--- src/rtl/rx_cpl_host_mem.sv ---
// Receive-side completion engine: accepts CplD TLPs from the 64-bit TRN RX stream,
// realigns the 3DW-header payload back to qwords and writes it into a tag-indexed chunk buffer.
module rx_cpl_host_mem #(
  parameter int TAG_BITS = 2
) (
  input  logic                trn_clk,
  input  logic                reset_n,
  input  logic [63:0]         trn_rd,
  input  logic [7:0]          trn_rrem_n,
  input  logic                trn_rsof_n,
  input  logic                trn_reof_n,
  input  logic                trn_rsrc_rdy_n,
  output logic                trn_rdst_rdy_n,
  output logic                buf_wr_en,
  output logic [TAG_BITS+5:0] buf_wr_addr,
  output logic [63:0]         buf_wr_data,
  output logic                chunk_done,
  output logic [TAG_BITS-1:0] chunk_done_tag,
  output logic                cpl_err
);
  localparam int         NTAG = 1 << TAG_BITS;
  localparam logic [6:0] CPLD = 7'b1001010;

  typedef enum logic [1:0] {IDLE = 2'd0, HDR1 = 2'd1, DATA = 2'd2, SKIP = 2'd3} state_t;

  state_t              state_r, state_s, new_tlp_s;
  logic                rdst_rdy_n_r;
  logic                ep_r;
  logic [9:0]          length_r;
  logic [2:0]          status_r;
  logic [11:0]         byte_count_r;
  logic [TAG_BITS-1:0] tag_r;
  logic [31:0]         carry_r;
  logic [6:0]          cnt_r;
  logic [5:0]          offset_r [NTAG];
  logic                buf_wr_en_r, chunk_done_r, cpl_err_r;
  logic [TAG_BITS+5:0] buf_wr_addr_r;
  logic [63:0]         buf_wr_data_r;
  logic [TAG_BITS-1:0] chunk_done_tag_r;
  logic                accept_s, sof_s, eof_s, hdr_err_s, complete_s, last_s;
  logic                wr_s, err_s, done_s;

  assign accept_s   = !trn_rsrc_rdy_n && !rdst_rdy_n_r;
  assign sof_s      = accept_s && !trn_rsof_n;
  assign eof_s      = accept_s && !trn_reof_n;
  // A single-beat TLP never leaves IDLE; otherwise CplD goes to HDR1, anything else is skipped.
  assign new_tlp_s  = !trn_reof_n ? IDLE : ((trn_rd[62:56] == CPLD) ? HDR1 : SKIP);
  assign hdr_err_s  = (status_r != 3'd0) || ep_r || length_r[0] || (length_r == 10'd0) ||
                      (length_r > 10'd128) || ((trn_rd[47:40] >> TAG_BITS) != 8'd0);
  assign complete_s = (cnt_r + 7'd1) == length_r[7:1];
  assign last_s     = byte_count_r == {length_r, 2'b00};

  // State register.
  always_ff @(posedge trn_clk or negedge reset_n) begin
    if (!reset_n) state_r <= IDLE;
    else          state_r <= state_s;
  end

  // Next-state logic; a stray sof restarts parsing on the same beat.
  always_comb begin
    state_s = state_r;
    case (state_r)
      IDLE: begin
        if (sof_s) state_s = new_tlp_s;
        else       state_s = IDLE;
      end
      HDR1: begin
        if (sof_s)         state_s = new_tlp_s;
        else if (eof_s)    state_s = IDLE;
        else if (accept_s) state_s = hdr_err_s ? SKIP : DATA;
        else               state_s = HDR1;
      end
      DATA: begin
        if (sof_s)      state_s = new_tlp_s;
        else if (eof_s) state_s = IDLE;
        else            state_s = DATA;
      end
      SKIP: begin
        if (eof_s) state_s = IDLE;
        else       state_s = SKIP;
      end
      default: state_s = IDLE;
    endcase
  end

  // Output decode: writes, error and completion pulses for the beat being accepted.
  always_comb begin
    wr_s   = 1'b0;
    err_s  = 1'b0;
    done_s = 1'b0;
    case (state_r)
      HDR1: begin
        if (sof_s)         err_s = 1'b1;
        else if (accept_s) err_s = eof_s || hdr_err_s;
        else               err_s = 1'b0;
      end
      DATA: begin
        if (sof_s) begin
          err_s = 1'b1;
        end else if (accept_s) begin
          wr_s   = 1'b1;
          err_s  = eof_s && !complete_s;
          done_s = eof_s && complete_s && last_s;
        end else begin
          wr_s = 1'b0;
        end
      end
      default: err_s = 1'b0;
    endcase
  end

  // Header capture, realignment datapath, per-tag offsets and registered outputs.
  always_ff @(posedge trn_clk or negedge reset_n) begin
    if (!reset_n) begin
      rdst_rdy_n_r     <= 1'b1;
      ep_r             <= 1'b0;
      length_r         <= 10'd0;
      status_r         <= 3'd0;
      byte_count_r     <= 12'd0;
      tag_r            <= '0;
      carry_r          <= 32'd0;
      cnt_r            <= 7'd0;
      for (int i = 0; i < NTAG; i++) offset_r[i] <= 6'd0;
      buf_wr_en_r      <= 1'b0;
      buf_wr_addr_r    <= '0;
      buf_wr_data_r    <= 64'd0;
      chunk_done_r     <= 1'b0;
      chunk_done_tag_r <= '0;
      cpl_err_r        <= 1'b0;
    end else begin
      rdst_rdy_n_r <= 1'b0;
      if (sof_s) begin
        ep_r         <= trn_rd[46];
        length_r     <= trn_rd[41:32];
        status_r     <= trn_rd[15:13];
        byte_count_r <= trn_rd[11:0];
      end
      if (state_r == HDR1 && accept_s && !sof_s) begin
        tag_r   <= trn_rd[40 +: TAG_BITS];
        carry_r <= trn_rd[31:0];
        cnt_r   <= 7'd0;
      end
      if (wr_s) begin
        cnt_r <= cnt_r + 7'd1;
        // The lower DW of the final beat is padding and never becomes carry.
        if (trn_rrem_n == 8'h00) carry_r <= trn_rd[31:0];
        offset_r[tag_r] <= done_s ? 6'd0 : offset_r[tag_r] + 6'd1;
        buf_wr_addr_r   <= {tag_r, offset_r[tag_r]};
        buf_wr_data_r   <= {carry_r, trn_rd[63:32]};
      end
      buf_wr_en_r  <= wr_s;
      chunk_done_r <= done_s;
      if (done_s) chunk_done_tag_r <= tag_r;
      cpl_err_r    <= err_s;
    end
  end

  assign trn_rdst_rdy_n = rdst_rdy_n_r;
  assign buf_wr_en      = buf_wr_en_r;
  assign buf_wr_addr    = buf_wr_addr_r;
  assign buf_wr_data    = buf_wr_data_r;
  assign chunk_done     = chunk_done_r;
  assign chunk_done_tag = chunk_done_tag_r;
  assign cpl_err        = cpl_err_r;
endmodule
--- config.mk ---
export PLATFORM = sky130hd
export DESIGN_NAME = rx_cpl_host_mem
export DESIGN_NICKNAME = d
export VERILOG_FILES = /design/src/rtl/rx_cpl_host_mem.sv
export SDC_FILE = /design/constraint.sdc
export NUM_CORES = 1
export LEC_CHECK = 0
export ABC_AREA = 0
export CAP_MARGIN = 20
export CORE_MARGIN = 2
export CORE_UTILIZATION = 57
export CTS_BUF_LIST = sky130_fd_sc_hd__clkbuf_4
export CTS_CLUSTER_DIAMETER = 200
export DETAILED_ROUTE_END_ITERATION = 7
export PLACE_DENSITY_LB_ADDON = 0.25
export RECOVER_POWER = 100
export SLEW_MARGIN = 5
export SYNTH_ARGS = -nofsm -noshare
export SYNTH_HDL_FRONTEND = slang
export SYNTH_SLANG_ARGS = --single-unit
--- constraint.sdc ---
create_clock -name trn_clk -period 7.3 [get_ports trn_clk]
set_clock_uncertainty 0.1 [all_clocks]
set_input_delay 2.19 -clock trn_clk [delete_from_list [all_inputs] [get_ports trn_clk]]
set_output_delay 2.19 -clock trn_clk [all_outputs]
set_load 0.01 [all_outputs]
==> flow_metrics.env <==
export IMPL_synthDistinctLibCells=44
export IMPL_vias_per_cell=5.42
export IMPL_die_h_um=117
export IMPL_post_route_min_period_ps=5740
export IMPL_grt_max_degree=118
export IMPL_synth_mux_area_share_pct=11.5
export IMPL_syn_num_nets=758
export IMPL_dieArea_mm2=0.0136
export IMPL_instances_no_fill=1001
export IMPL_placed_cell_area_mm2=0.00888
export IMPL_gp_congestion=0.915
export IMPL_violations="max-capacitance violations, max-slew violations"
export IMPL_place_inst=967
export IMPL_finalHoldViolations=0
export IMPL_rsz0062_at_grt="no"
export IMPL_setup_viol=0
export IMPL_grt_pass1_wl_um=26500
export IMPL_coreArea_mm2=0.0125
export IMPL_utilization_pct=73.4
export IMPL_cp_arrival_ps=6110
export IMPL_cts_hold_buf=0
export IMPL_synth_compound_area_share_pct=5.48
export IMPL_layout_drive_gt1_share_pct=13.0
export IMPL_drt_pass1_iterations=6
export IMPL_slew_viol_final=67
export IMPL_initial_core_util_pct=57.8
export IMPL_slew_headroom_pct=-29.4
export IMPL_end_kind="flip-flop"
export IMPL_cts_repair_resize_count=0
export IMPL_rr_worst_depth=9
export IMPL_netlist_top_cells_area="dfrtp_1 (59%), nand2_1 (13%), mux2_2 (9.6%)"
export IMPL_setup_tns_final_ps=0
export IMPL_slowest_stage="inv_1"
export IMPL_synth_ff_type="dfrtp_1"
export IMPL_status="finished, violations left"
export IMPL_timing_rr_end="carry_r[5]"
export IMPL_cts_max_level=4
export IMPL_yosysWarnings=0
export IMPL_io_buffers=154
export IMPL_grt_pass1_vias=5339
export IMPL_clk_path_buf_depth=2
export IMPL_fillers=927
export IMPL_path_cells="dlygate4sd3_1 > nor2_1 > nand2_2 > inv_1 > buf_4 > a31oi_1 > clkbuf_1 > mux2_2"
export IMPL_syn_cell_area_mm2=0.00724
export IMPL_clk_pin_slew_ps=140
export IMPL_cp_start_kind="primary input"
export IMPL_fmax_ghz=0.174
export IMPL_drt_iter0_markers=386
export IMPL_hpwl_um=11500
export IMPL_synth_top_cell_area_share_pct=58.8
export IMPL_vias=5428
export IMPL_r2r_start="state_r[0]"
export IMPL_grt_ovfl_total=0
export IMPL_area_sequential_mm2=0.00428
export IMPL_ioPinCount=155
export IMPL_worst_setup_path_type="primary input to flip-flop"
export IMPL_leakage_nw=4.44
export IMPL_cp_endpoint="carry_r[5]"
export IMPL_finalPower_mw=2.89
export IMPL_drc=0
export IMPL_final_area_mm2=0.00918
export IMPL_synth_top_family_by_area="simple AND/OR/NAND/NOR gates"
export IMPL_synth_area_leader_cell="dfrtp_1"
export IMPL_routedWlPerCell_um=16.7
export IMPL_synth_most_common_cell="nand2_1"
export IMPL_crit_start="trn_rsrc_rdy_n"
export IMPL_grt_usage_pct=25.4
export IMPL_min_path_type="flip-flop to flip-flop"
export IMPL_ys_async_sr_fraction_pct=100
export IMPL_avgSynthCellArea_um2=10.7
export IMPL_fp_row_count=41
export IMPL_cap_viol_max_count=2
export IMPL_cts_buffers=17
export IMPL_ys_ff_latch=171
export IMPL_antenna_found_initial=0
export IMPL_r2r_slack_ps=3080
export IMPL_post_route_period_util_pct=78.7
export IMPL_crit_fanout=48
export IMPL_cp_slowest_stage_delay_ps=810
export IMPL_nets=899
export IMPL_cts_sinks=171
export IMPL_drtAntennaViolNets=0
export IMPL_synth_commonest_cells="nand2_1 (249), dfrtp_1 (170), mux2_2 (62), o31ai_1 (27), clkbuf_1 (20)"
export IMPL_multi_input_comb_area_mm2=0.00277
export IMPL_p_per_area_mw_per_mm2=315
export IMPL_synthAdderAreaFrac_pct=1.04
export IMPL_finalWirelength_um=16700
export IMPL_ir_drop_v=0.000188
export IMPL_synthToLayoutAreaGrowth_pct=26.8
export IMPL_hold_depth=2
export IMPL_yosysSeqAreaShare_pct=59.1
export IMPL_synthXorXnorAreaFrac_pct=2.54
export IMPL_cts_tree="done"
export IMPL_tightestPinTransition_ps=1940
export IMPL_die_width_um=117
export IMPL_worstPathRequired_ps=7670
export IMPL_antenna_cells=0
export IMPL_synth_edf_count=0
export IMPL_cts_setup_buffers=0
export IMPL_yosys_area_share_simple_pct=17.6
export IMPL_clockRootBuffer="clkbuf_4"
export IMPL_worstSkewPairLatency_ps=580
export IMPL_synthesis_instances=675
[per-stage QoR]
step / hold slack (ps) / worst slack [ps]
finish: 379 / 1560
global route: 394 / 1270
CTS: 371 / 2480
detailed placement: 356 / 1870
global placement: 342 / 2040
floorplan: 333 / 3470
[metal layers]
| metal | wire, µm | up-vias | share of wire [%] | global-route usage (%) |
|---|---|---|---|---|
| li1 | - | 2554 | - | - |
| met1 | 7250 | 2688 | 43 | 35.4 |
| met2 | 8290 | 160 | 50 | 39.7 |
| met3 | 832 | 26 | 5.0 | 5.55 |
| met4 | 357 | 0 | 2.1 | 9.65 |
| met5 | 0 | - | 0 | 0 |
[layout make-up]
class                           count  area share [%]
Multi-Input combinational cell    461            30.2
Tap cell                          172            2.34
Clock buffer                       17            1.39
Inverter                            5           0.204
Timing Repair Buffer              160            17.3
Clock inverter                     15            1.92
Sequential cell                   171            46.6
[worst max-delay path: cells and delay by family]
family / cells / cell delay, ps
simple gates: 2 / 410
compound gates: 1 / 340
buf+inv: 4 / 2640
mux: 1 / 500
[logic make-up (layout without fill, tap and decap cells)]
logic type,after synthesis,count (layout)
fa+ha+maj,6,6
simple gates,308,308
compound gates,57,57
buf+inv,43,197
mux,68,68
flops,171,171
other cells,1,1
xor+xnor,21,21
[placed cells by master (no fill, tap or decap), types with 8 or more instances in the layout]
| cell | n |
|---|---|
| o31ai_1 | 27 |
| nor2_1 | 10 |
| nand2_1 | 248 |
| dlygate4sd3_1 | 80 |
| clkdlybuf4s50_1 | 73 |
| xnor2_1 | 17 |
| o21ai_0 | 12 |
| dfrtp_1 | 170 |
| nand3_1 | 9 |
| clkinvlp_4 | 8 |
| clkbuf_4 | 17 |
| mux2_2 | 62 |
[report_power, final]
| group | switching [mW] | total, mW | internal [mW] |
|---|---|---|---|
| combinational | 0.394 | 0.876 | 0.483 |
| sequential | 0.201 | 1.45 | 1.25 |
| clock | 0.335 | 0.570 | 0.235 |
| total | 0.930 | 2.89 | 1.96 |
[worst min path at each step]
stage,from,end,slack (ps)
4_1_cts,carry_r[0],buf_wr_data[32],370
6_report,carry_r[1],buf_wr_data[33],380
2_1_floorplan,carry_r[0],buf_wr_data[32],330
3_3_place_gp,carry_r[7],buf_wr_data[39],340
3_5_place_dp,carry_r[0],buf_wr_data[32],360
5_1_grt,carry_r[0],buf_wr_data[32],390
[registers in the layout (all words and copies together) (netlist names), 3 cells and up]
name,cells
byte_count_r,12
buf_wr_data,64
offset_r,24
buf_wr_addr,8
cnt_r,7
length_r,10
status_r,3
carry_r,32
(Power assumes the default switching activity.)
